===== src/rtl/seq_alu_responder_if.sv =====
// ---------------------------------------------------------------------------
// seq_alu_responder_if
//   Request/response channel bundle for the sequential arithmetic responder.
//   master : the operation issuer (drives requests, accepts responses)
//   slave  : the responder        (accepts requests, drives responses)
//
//   req_valid/req_ready   request handshake
//   req_a, req_b          operands (A = multiplicand/dividend, B = multiplier/divisor)
//   req_opcode            00 ADD, 01 SUB, 10 DIV, 11 MUL
//   rsp_valid/rsp_ready   response handshake
//   rsp_result            sum / difference / quotient / low product half
//   rsp_carry             ADD carry, SUB borrow, MUL high half nonzero, 0 for DIV
//   rsp_dz                divide by zero
// ---------------------------------------------------------------------------
interface seq_alu_responder_if #(
  parameter int WIDTH = 8
);
  logic             req_valid;
  logic             req_ready;
  logic [WIDTH-1:0] req_a;
  logic [WIDTH-1:0] req_b;
  logic [1:0]       req_opcode;
  logic             rsp_valid;
  logic             rsp_ready;
  logic [WIDTH-1:0] rsp_result;
  logic             rsp_carry;
  logic             rsp_dz;

  modport master (
    output req_valid, req_a, req_b, req_opcode, rsp_ready,
    input  req_ready, rsp_valid, rsp_result, rsp_carry, rsp_dz
  );

  modport slave (
    input  req_valid, req_a, req_b, req_opcode, rsp_ready,
    output req_ready, rsp_valid, rsp_result, rsp_carry, rsp_dz
  );
endinterface


===== src/rtl/seq_alu_responder.sv =====
// ---------------------------------------------------------------------------
// seq_alu_responder
//   Handshaked arithmetic responder. ADD/SUB complete in one cycle; MUL
//   (shift-add) and DIV (restoring) iterate one bit per cycle for WIDTH
//   cycles. One operation in flight at a time; the response is held until
//   the consumer takes it.
//
//   clk   system clock, rising edge
//   rst   asynchronous, active-low reset
//   bus   request/response channel (slave side of seq_alu_responder_if)
// ---------------------------------------------------------------------------
module seq_alu_responder #(
  parameter int WIDTH = 8
) (
  input  logic                 clk,
  input  logic                 rst,
  seq_alu_responder_if.slave   bus
);

  localparam int CNT_W = $clog2(WIDTH + 1);

  typedef enum logic [1:0] {
    OP_ADD = 2'b00,
    OP_SUB = 2'b01,
    OP_DIV = 2'b10,
    OP_MUL = 2'b11
  } op_e;

  typedef enum logic [1:0] {
    ST_IDLE,
    ST_BUSY,
    ST_RESP
  } state_e;

  state_e           r_state;
  state_e           w_state_next;
  op_e              r_op;
  op_e              w_req_op;

  // r_hi/r_lo form the 2*WIDTH working register: product {hi,lo} for MUL,
  // {remainder, dividend/quotient} for DIV. r_d holds multiplicand/divisor.
  logic [WIDTH-1:0] r_hi;
  logic [WIDTH-1:0] r_lo;
  logic [WIDTH-1:0] r_d;
  logic [CNT_W-1:0] r_cnt;
  logic [WIDTH-1:0] r_result;
  logic             r_carry;
  logic             r_dz;

  logic             w_accept;
  logic             w_multi_cycle;
  logic             w_last_iter;
  logic [WIDTH:0]   w_add_sum;
  logic [WIDTH:0]   w_sub_diff;
  logic [WIDTH:0]   w_mul_sum;
  logic [WIDTH:0]   w_div_shift;
  logic             w_div_ge;
  logic [WIDTH-1:0] w_hi_next;
  logic [WIDTH-1:0] w_lo_next;

  assign w_req_op      = op_e'(bus.req_opcode);
  assign w_accept      = bus.req_valid && (r_state == ST_IDLE);
  // DIV by zero short-circuits straight to the response.
  assign w_multi_cycle = (w_req_op == OP_MUL) ||
                         ((w_req_op == OP_DIV) && (bus.req_b != '0));
  assign w_last_iter   = (r_cnt == CNT_W'(WIDTH - 1));

  // Single-cycle arithmetic, one extra bit to capture carry / borrow.
  assign w_add_sum  = {1'b0, bus.req_a} + {1'b0, bus.req_b};
  assign w_sub_diff = {1'b0, bus.req_a} - {1'b0, bus.req_b};

  // One MUL or DIV iteration.
  // MUL: conditionally add multiplicand into the high half, then shift the
  //      whole {carry, hi, lo} right by one.
  // DIV: shift the next dividend bit into the partial remainder; subtract
  //      the divisor if it fits and record a quotient bit of 1.
  assign w_mul_sum   = {1'b0, r_hi} + (r_lo[0] ? {1'b0, r_d} : '0);
  assign w_div_shift = {r_hi, r_lo[WIDTH-1]};
  assign w_div_ge    = (w_div_shift >= {1'b0, r_d});

  // NOTE: every always_comb output gets a default first, so no path can
  // leave it unassigned and infer a latch.
  always_comb begin
    w_hi_next = r_hi;
    w_lo_next = r_lo;
    if (r_op == OP_MUL) begin
      w_hi_next = w_mul_sum[WIDTH:1];
      w_lo_next = {w_mul_sum[0], r_lo[WIDTH-1:1]};
    end else if (w_div_ge) begin
      // Partial remainder stays below the divisor, so the WIDTH-bit
      // difference is exact.
      w_hi_next = w_div_shift[WIDTH-1:0] - r_d;
      w_lo_next = {r_lo[WIDTH-2:0], 1'b1};
    end else begin
      w_hi_next = w_div_shift[WIDTH-1:0];
      w_lo_next = {r_lo[WIDTH-2:0], 1'b0};
    end
  end

  // NOTE: sequential state uses non-blocking assignments so every register
  // samples pre-edge values regardless of statement order.
  always_ff @(posedge clk or negedge rst) begin
    if (!rst) begin
      r_state <= ST_IDLE;
    end else begin
      r_state <= w_state_next;
    end
  end

  always_comb begin
    w_state_next  = r_state;
    bus.req_ready = 1'b0;
    bus.rsp_valid = 1'b0;
    case (r_state)
      ST_IDLE: begin
        bus.req_ready = 1'b1;
        if (bus.req_valid) begin
          w_state_next = w_multi_cycle ? ST_BUSY : ST_RESP;
        end
      end
      ST_BUSY: begin
        if (w_last_iter) begin
          w_state_next = ST_RESP;
        end
      end
      ST_RESP: begin
        bus.rsp_valid = 1'b1;
        if (bus.rsp_ready) begin
          w_state_next = ST_IDLE;
        end
      end
      default: w_state_next = ST_IDLE;
    endcase
  end

  always_ff @(posedge clk or negedge rst) begin
    if (!rst) begin
      r_op     <= OP_ADD;
      r_hi     <= '0;
      r_lo     <= '0;
      r_d      <= '0;
      r_cnt    <= '0;
      r_result <= '0;
      r_carry  <= 1'b0;
      r_dz     <= 1'b0;
    end else begin
      case (r_state)
        ST_IDLE: begin
          if (w_accept) begin
            r_op  <= w_req_op;
            r_cnt <= '0;
            r_hi  <= '0;
            case (w_req_op)
              OP_ADD: begin
                r_result <= w_add_sum[WIDTH-1:0];
                r_carry  <= w_add_sum[WIDTH];
                r_dz     <= 1'b0;
              end
              OP_SUB: begin
                r_result <= w_sub_diff[WIDTH-1:0];
                r_carry  <= w_sub_diff[WIDTH];
                r_dz     <= 1'b0;
              end
              OP_DIV: begin
                if (bus.req_b == '0) begin
                  r_result <= '1;
                  r_carry  <= 1'b0;
                  r_dz     <= 1'b1;
                end else begin
                  r_lo <= bus.req_a;
                  r_d  <= bus.req_b;
                end
              end
              default: begin
                r_lo <= bus.req_b;
                r_d  <= bus.req_a;
              end
            endcase
          end
        end
        ST_BUSY: begin
          r_hi  <= w_hi_next;
          r_lo  <= w_lo_next;
          r_cnt <= r_cnt + CNT_W'(1);
          if (w_last_iter) begin
            r_result <= w_lo_next;
            r_carry  <= (r_op == OP_MUL) ? (|w_hi_next) : 1'b0;
            r_dz     <= 1'b0;
          end
        end
        default: ;
      endcase
    end
  end

  assign bus.rsp_result = r_result;
  assign bus.rsp_carry  = r_carry;
  assign bus.rsp_dz     = r_dz;

endmodule

===== src/flat_wrapper.sv =====
// flat-port wrapper written by rule: the top's interface ports become plain ports
module seq_alu_responder_flat 
#(
  parameter int WIDTH = 8
)
  (clk, rst, bus_req_valid, bus_req_a, bus_req_b, bus_req_opcode, bus_rsp_ready, bus_req_ready, bus_rsp_valid, bus_rsp_result, bus_rsp_carry, bus_rsp_dz);
  seq_alu_responder_if #(.WIDTH(WIDTH)) bus_i ();
  input  logic clk;
  input  logic rst;
  input wire logic [$bits(bus_i.req_valid)-1:0] bus_req_valid;
  input wire logic [$bits(bus_i.req_a)-1:0] bus_req_a;
  input wire logic [$bits(bus_i.req_b)-1:0] bus_req_b;
  input wire logic [$bits(bus_i.req_opcode)-1:0] bus_req_opcode;
  input wire logic [$bits(bus_i.rsp_ready)-1:0] bus_rsp_ready;
  output wire logic [$bits(bus_i.req_ready)-1:0] bus_req_ready;
  output wire logic [$bits(bus_i.rsp_valid)-1:0] bus_rsp_valid;
  output wire logic [$bits(bus_i.rsp_result)-1:0] bus_rsp_result;
  output wire logic [$bits(bus_i.rsp_carry)-1:0] bus_rsp_carry;
  output wire logic [$bits(bus_i.rsp_dz)-1:0] bus_rsp_dz;
  assign bus_i.req_valid = bus_req_valid;
  assign bus_i.req_a = bus_req_a;
  assign bus_i.req_b = bus_req_b;
  assign bus_i.req_opcode = bus_req_opcode;
  assign bus_i.rsp_ready = bus_rsp_ready;
  assign bus_req_ready = bus_i.req_ready;
  assign bus_rsp_valid = bus_i.rsp_valid;
  assign bus_rsp_result = bus_i.rsp_result;
  assign bus_rsp_carry = bus_i.rsp_carry;
  assign bus_rsp_dz = bus_i.rsp_dz;
  seq_alu_responder #(.WIDTH(WIDTH)) u_core (.clk(clk), .rst(rst), .bus(bus_i));
endmodule

===== config.mk =====
export PLATFORM = sky130hd
export DESIGN_NAME = seq_alu_responder_flat
export DESIGN_NICKNAME = d
export VERILOG_FILES = /design/src/rtl/seq_alu_responder_if.sv /design/src/rtl/seq_alu_responder.sv /design/src/flat_wrapper.sv
export SDC_FILE = /design/constraint.sdc
export NUM_CORES = 1
export LEC_CHECK = 0
export CAP_MARGIN = 15
export CORE_MARGIN = 2
export CORE_UTILIZATION = 40
export CTS_BUF_LIST = sky130_fd_sc_hd__clkbuf_4 sky130_fd_sc_hd__clkbuf_8
export CTS_CLUSTER_SIZE = 16
export DETAILED_ROUTE_END_ITERATION = 10
export GPL_TIMING_DRIVEN = 0
export PLACE_DENSITY = 0.63
export SLEW_MARGIN = 30
export SYNTH_ARGS = -nofsm -noshare
export SYNTH_HDL_FRONTEND = slang
export SYNTH_SLANG_ARGS = --single-unit

===== constraint.sdc =====
create_clock -name clk -period 4.4 [get_ports clk]
set_input_delay 0.66 -clock clk [delete_from_list [all_inputs] [get_ports clk]]
set_output_delay 0.66 -clock clk [all_outputs]
set_load 0.05 [all_outputs]

==> results.yml, run 1 <==
timing:
  finalCriticalPeriod_ns: 3.083
  clock_skew_ns: 0.003492
  slew_headroom_pct: 53.91
  fin_crit_sh_pct: 70.07
  finalSetupTns_ns: 0
  finalHoldViolCount: 0
  max_freq_mhz: 324.4
  finalMaxSlewViolations: 0
  worst_pin_slew_ns: 0.6856
  finalSetupViolCount: 0
  rsz0062_at_grt: "no"
pwr:
  finalPower_uw: 2698
  leakage_uw: 0.002034
  clockPowerShare_pct: 10.0
  p_switching_uw: 1357
  power.internal_uw: 1342
  switching_share_pct: 50.27
  vdd_ir_drop_max_uv: 203.9
  p_comb_share_pct: 64.1
  seqPwrFrac_pct: 25.9
  power_density_nw_per_um2: 608.7
worst_setup_path:
  rrSetupSlack_ns: 1.59
  reg2reg_to: "u_core.bus.rsp_carry"
  crit_arrival_ns: 3.31
  worstPathRequired_ns: 4.62
  critPathKind: "in -> reg"
  startpoint_type: "primary input"
  cp_max_fo: 5
  r2r_start: "u_core.r_lo[0]"
  reg2reg_depth: 11
  end_kind: "flop"
yosys:
  synth_edf_count: 0
  syn_area_um2: 3804
  avgSynthCellArea_um2: 8.162
  synthCells: 466
  ys_ff_latch: 42
  ys_seq_area_share_pct: 27.63
  synth_nets: 529
  synth_top_cell_area_share_pct: 27.63
  yosys_warnings: 0
  synth_largest_area_cell: "dfrtp_1"
  synth_area_leaders: "dfrtp_1, ha_1, nand2_1, a21oi_1, o21ai_0"
  ys_types: 66
  async_flop_share_pct: 100.0
  synth_ff_type: "dfrtp_1"
layout:
  final_cell_mix: "nand2_1, dfrtp_1, a21oi_1"
  final_common_cell: "nand2_1"
  multi_input_area_um2: 2532
  layout-drive-gt1-share_pct: 6.876
  antenna_cells: 0
  syn2layout_area_growth_pct: 16.55
  register_area_um2: 1051
  fill_cells: 942
  fin_nets: 571
  design_area_um2: 4433
floorplanning:
  die_h_um: 101.5
  dieArea_um2: 10310
  row_count: 35
  initial_core_util_pct: 41.16
  die_x_um: 101.5
  pin_count: 34
  coreArea_um2: 9240
grt:
  grt_max_degree: 26
  met1_usage_pct: 27.24
  grt_pass1_vias: 3497
  grt-ovfl-total: 0
  grt_pass1_wl_mm: 17.17
  gr-max-usage-layer: "met2"
  antenna_found_initial: 0
  gr-usage-met2_pct: 37.60
  grt_use_total_pct: 21.25
  gr-usage-met3_pct: 1.932
placement:
  io_buffers: 33
  place_area_um2: 4338
  dp_hpwl_mm: 8.542
  routabilityCongestion: 0.9454
route:
  drt.antenna.violating_nets: 0
  drt-total-wl_mm: 10.53
  wl_per_cell_um: 16.50
  drtIter0Drc: 172
  dr.pass1.iters: 4
  viasPerCell: 5.549
  drc: 0
  vias: 3540
clocking:
  post-cts-setup-buffers: 0
  ctsHoldBuffers: 0
  cts_resized: 0
  h-tree-depth: 2
  clock_latency_ns: 0.30
  root_buffer: "clkbuf_8"
  path_clk_slew_ns: 0.08
  clockBufferDepth: 2
  numCtsBuffers: 5
  cts_sinks: 42
  cts_tree: "built"
status:
  status: "completed"
flow_run:
  maxCapViolCount: 0
hold_path:
  hold_class: "in -> async"
-- final cells by class --
| class | instances | share of cell area, % |
|---|---|---|
| Tap cell | 129 | 3.641 |
| Buffer | 18 | 1.919 |
| Clock buffer | 7 | 2.032 |
| Inverter | 36 | 3.048 |
| Timing Repair Buffer | 35 | 8.411 |
| Sequential cell | 42 | 23.71 |
| Multi-Input combinational cell | 370 | 57.13 |
| Clock inverter | 1 | 0.1129 |
-- Yosys cell counts, types with 7 or more instances --
cell      number
ha_1          37
and2_1         9
nand2_1       57
nor2_1        30
buf_2          8
o21ai_0       36
nand3_1        7
a21o_1         7
clkbuf_1       8
nand2b_1       8
nor3_1         7
a21oi_1       40
mux2i_1       14
dfrtp_1       42
inv_1         36
o31ai_1       10
-- critical path, cell delays in order --
cell             delay (ns)
clkdlybuf4s50_1        0.57
ha_1                   0.20
inv_1                  0.06
fa_1                   0.40
o21ba_2                0.22
o21bai_1               0.21
a21oi_1                0.13
o41ai_1                0.36
a221oi_1               0.20
o2bb2ai_1              0.17
a31oi_1                0.13
-- power by group through the flow --
stage / clock [uW] / sequential [uW] / combinational [uW]
floorplan: 0 / 812 / 1110
detailed placement: 0 / 703 / 1720
finish: 269 / 699 / 1730
CTS: 275 / 696 / 1730
global route: 289 / 720 / 1910
global placement: 0 / 700 / 1690
-- cells by family (layout without fill, tap and decap cells) --
family	Yosys count	after routing	synth area share [%]
and+or+nand+nor	149	149	19.01
buffers and inverters	54	97	5.789
xor gates and xnor gates	10	10	2.303
adders and majority gates	41	41	14.28
DFF	42	42	27.63
muxes	14	14	3.684
AOI/OAI and AO/OA	156	156	27.30
-- flip-flops by register name, summed over array words and instances, names as in the netlist --
signal and flops:
u_core.bus.rsp_carry 1, u_core.r_state 2, u_core.r_d 8, u_core.bus.rsp_dz 1
u_core.bus.rsp_result 8, u_core.r_cnt 4, u_core.r_lo 8, u_core.r_hi 8
u_core.r_op 2
-- how the worst max path moves through the flow --
| stage | endpoint | slack (ns) | start |
|---|---|---|---|
| floorplan | u_core.bus.rsp_carry | 1.98 | bus_req_b[0] |
| finish | u_core.bus.rsp_carry | 1.32 | bus_req_b[0] |
| CTS | u_core.bus.rsp_carry | 1.32 | bus_req_b[0] |
| global placement | u_core.bus.rsp_carry | 1.01 | bus_req_b[0] |
| detailed placement | u_core.bus.rsp_carry | 1.01 | bus_req_b[0] |
| global route | u_core.bus.rsp_carry | 1.17 | bus_req_b[0] |
-- through the flow --
stage | utilization [%] | hold slack, ns | instances | setup WS (ns)
2_1_floorplan | - | 0.3644 | 466 | 1.977
3_3_place_gp | 46.49 | 0.4672 | 628 | 1.013
3_5_place_dp | 46.95 | 0.4747 | 630 | 1.014
4_1_cts | 47.98 | 0.1615 | 638 | 1.318
5_1_grt | 47.98 | 0.1610 | 638 | 1.165
6_report | 47.98 | 0.1676 | 638 | 1.317
-- layer usage --
metal  wire (um)  share of wire [%]  vias up
met5           0                  0        -
met4         250                2.4        0
met3         291                2.8       20
met2        5148                 49       76
met1        4836                 46     1680
li1            -                  -     1764
No activity file was read; power rests on OpenSTA's default activity.
==> run 2, diff against run 1 <==
- clock period: 4.4 -> 3 ns (I/O delays scaled with it)
==> results.yml, run 2 (same netlist as run 1, synthesis figures left out) <==
status:
  status: "completed"
grt:
  grt-ovfl-total: 0
  grt_pass1_vias: 3504
  antenna_found_initial: 0
  grt_max_degree: 26
  grt_pass1_wl_mm: 17.26
  grt_use_total_pct: 21.38
timing:
  finalCriticalPeriod_ns: 2.809
  worst_hold_slack_ns: 0.4869
  max_freq_mhz: 355.9
  clock_skew_ns: 0.003673
  rsz0062_at_grt: "no"
  finalMaxSlewViolations: 0
  worst_pin_slew_ns: 0.6857
  finalHoldViolCount: 0
  slew_headroom_pct: 53.90
  fin_crit_sh_pct: 93.65
  finalSetupViolCount: 0
placement:
  routabilityCongestion: 0.9454
  place_area_um2: 4338
  dp_hpwl_mm: 8.542
  place_inst: 630
  io_buffers: 33
pwr:
  leakage_uw: 0.002043
  vdd_ir_drop_max_uv: 299.6
  power_density_nw_per_um2: 892.8
route:
  vias: 3538
  drt.antenna.violating_nets: 0
  viasPerCell: 5.537
  drtIter0Drc: 153
  wl_per_cell_um: 16.77
  dr.pass1.iters: 5
  drc: 0
  drt-total-wl_mm: 10.71
worst_setup_path:
  startpoint_type: "flop"
  reg2reg_to: "u_core.bus.rsp_carry"
  worstPathRequired_ns: 3.16
  crit_chain: "and2_1 -> ha_1 -> inv_1 -> fa_1 -> nor2b_4 -> o21ai_2 -> or3b_1 -> and3_1 -> a311o_1 -> nor4_2 -> a31oi_1"
  cp_max_fo: 10
  critPathKind: "reg -> reg"
  crit_arrival_ns: 2.97
  reg2reg_depth: 11
  end_kind: "flop"
  slowest_stage: "dfrtp_1"
  r2r_start: "u_core.r_lo[0]"
  max_stage_delay_ns: 0.49
  rrSetupSlack_ns: 0.19
clocking:
  h-tree-depth: 2
  cts_sinks: 42
  numCtsBuffers: 5
  clockBufferDepth: 2
  path_clk_slew_ns: 0.08
  root_buffer: "clkbuf_8"
  clock_latency_ns: 0.30
  cts_tree: "built"
  post-cts-setup-buffers: 0
floorplanning:
  dieArea_um2: 10310
  die_x_um: 101.5
  coreArea_um2: 9240
  row_count: 35
  die_h_um: 101.5
  initial_core_util_pct: 41.16
  pin_count: 34
hold_path:
  hold_class: "reg -> reg"
  min_delay_path_depth: 2
  min-delay-start: "u_core.bus.rsp_result[1]"
  hold_end: "u_core.bus.rsp_result[1]"
layout:
  syn2layout_area_growth_pct: 17.01
  fill_cells: 939
  register_area_um2: 1051
  final_cell_mix: "nand2_1, dfrtp_1, a21oi_1"
  multi_input_area_um2: 2540
  design_area_um2: 4451
  antenna_cells: 0
  final_cells: 639
  final_common_cell: "nand2_1"
  layout-drive-gt1-share_pct: 7.059
  fin_nets: 572
flow_run:
  maxCapViolCount: 0
run 2: worst max path at each step:
stage / endpoint / cells past startpoint / slack (ns) / start
5_1_grt: u_core.bus.rsp_carry / 11 / 0.03 / bus_req_b[0]
3_3_place_gp: u_core.bus.rsp_carry / 11 / -0.18 / bus_req_b[0]
3_5_place_dp: u_core.bus.rsp_carry / 11 / -0.18 / bus_req_b[0]
4_1_cts: u_core.bus.rsp_carry / 11 / 0.13 / bus_req_b[0]
2_1_floorplan: u_core.bus.rsp_carry / 11 / 0.60 / u_core.r_lo[0]
6_report: u_core.bus.rsp_carry / 11 / 0.19 / u_core.r_lo[0]
run 2: what timing repair did:
| action | 4_1_cts | 5_1_grt |
|---|---|---|
| hold endpoints to repair | 3 | 0 |
| hold buffers | 1 | 0 |
| endpoints found under the setup margin | 0 | 1 |
| gates resized for setup | 0 | 1 |
run 2: layout make-up:
type,count,area share [%]
Clock buffer,7,2.024
Multi-Input combinational cell,370,57.07
Tap cell,129,3.627
Clock inverter,1,0.1125
Inverter,36,3.036
Sequential cell,42,23.62
Buffer,18,1.912
Timing Repair Buffer,36,8.603
run 2: critical path: cells and delay by family (launching register included):
| kind | cells | cell delay, ns |
|---|---|---|
| simple gates | 5 | 1.12 |
| fa+ha+maj | 2 | 0.45 |
| flops | 1 | 0.49 |
| compound gates | 3 | 0.53 |
| buf+inv | 1 | 0.07 |
run 2: routing by layer:
layer,wire length (um),track usage (%)
met4,204,6.861
met3,284,1.932
met2,5332,37.96
met5,0,0
met1,4893,27.32
run 2: through the flow:
stage	setup TNS (ns)	utilization [%]	worst slack (ns)	total power, uW
CTS	0	48.08	0.1277	3965
global placement	-0.1767	46.49	-0.1767	3501
global route	0	48.17	0.02699	4283
detailed placement	-0.1762	46.95	-0.1762	3557
finish	0	48.17	0.1906	3974
floorplan	0	-	0.5991	2814
run 2: power breakdown:
| group | switching [uW] | total [uW] | internal [uW] |
|---|---|---|---|
| combinational | 1580 | 2550 | 966 |
| sequential | 217 | 1030 | 809 |
| clock | 203 | 398 | 195 |
| total | 2000 | 3970 | 1970 |
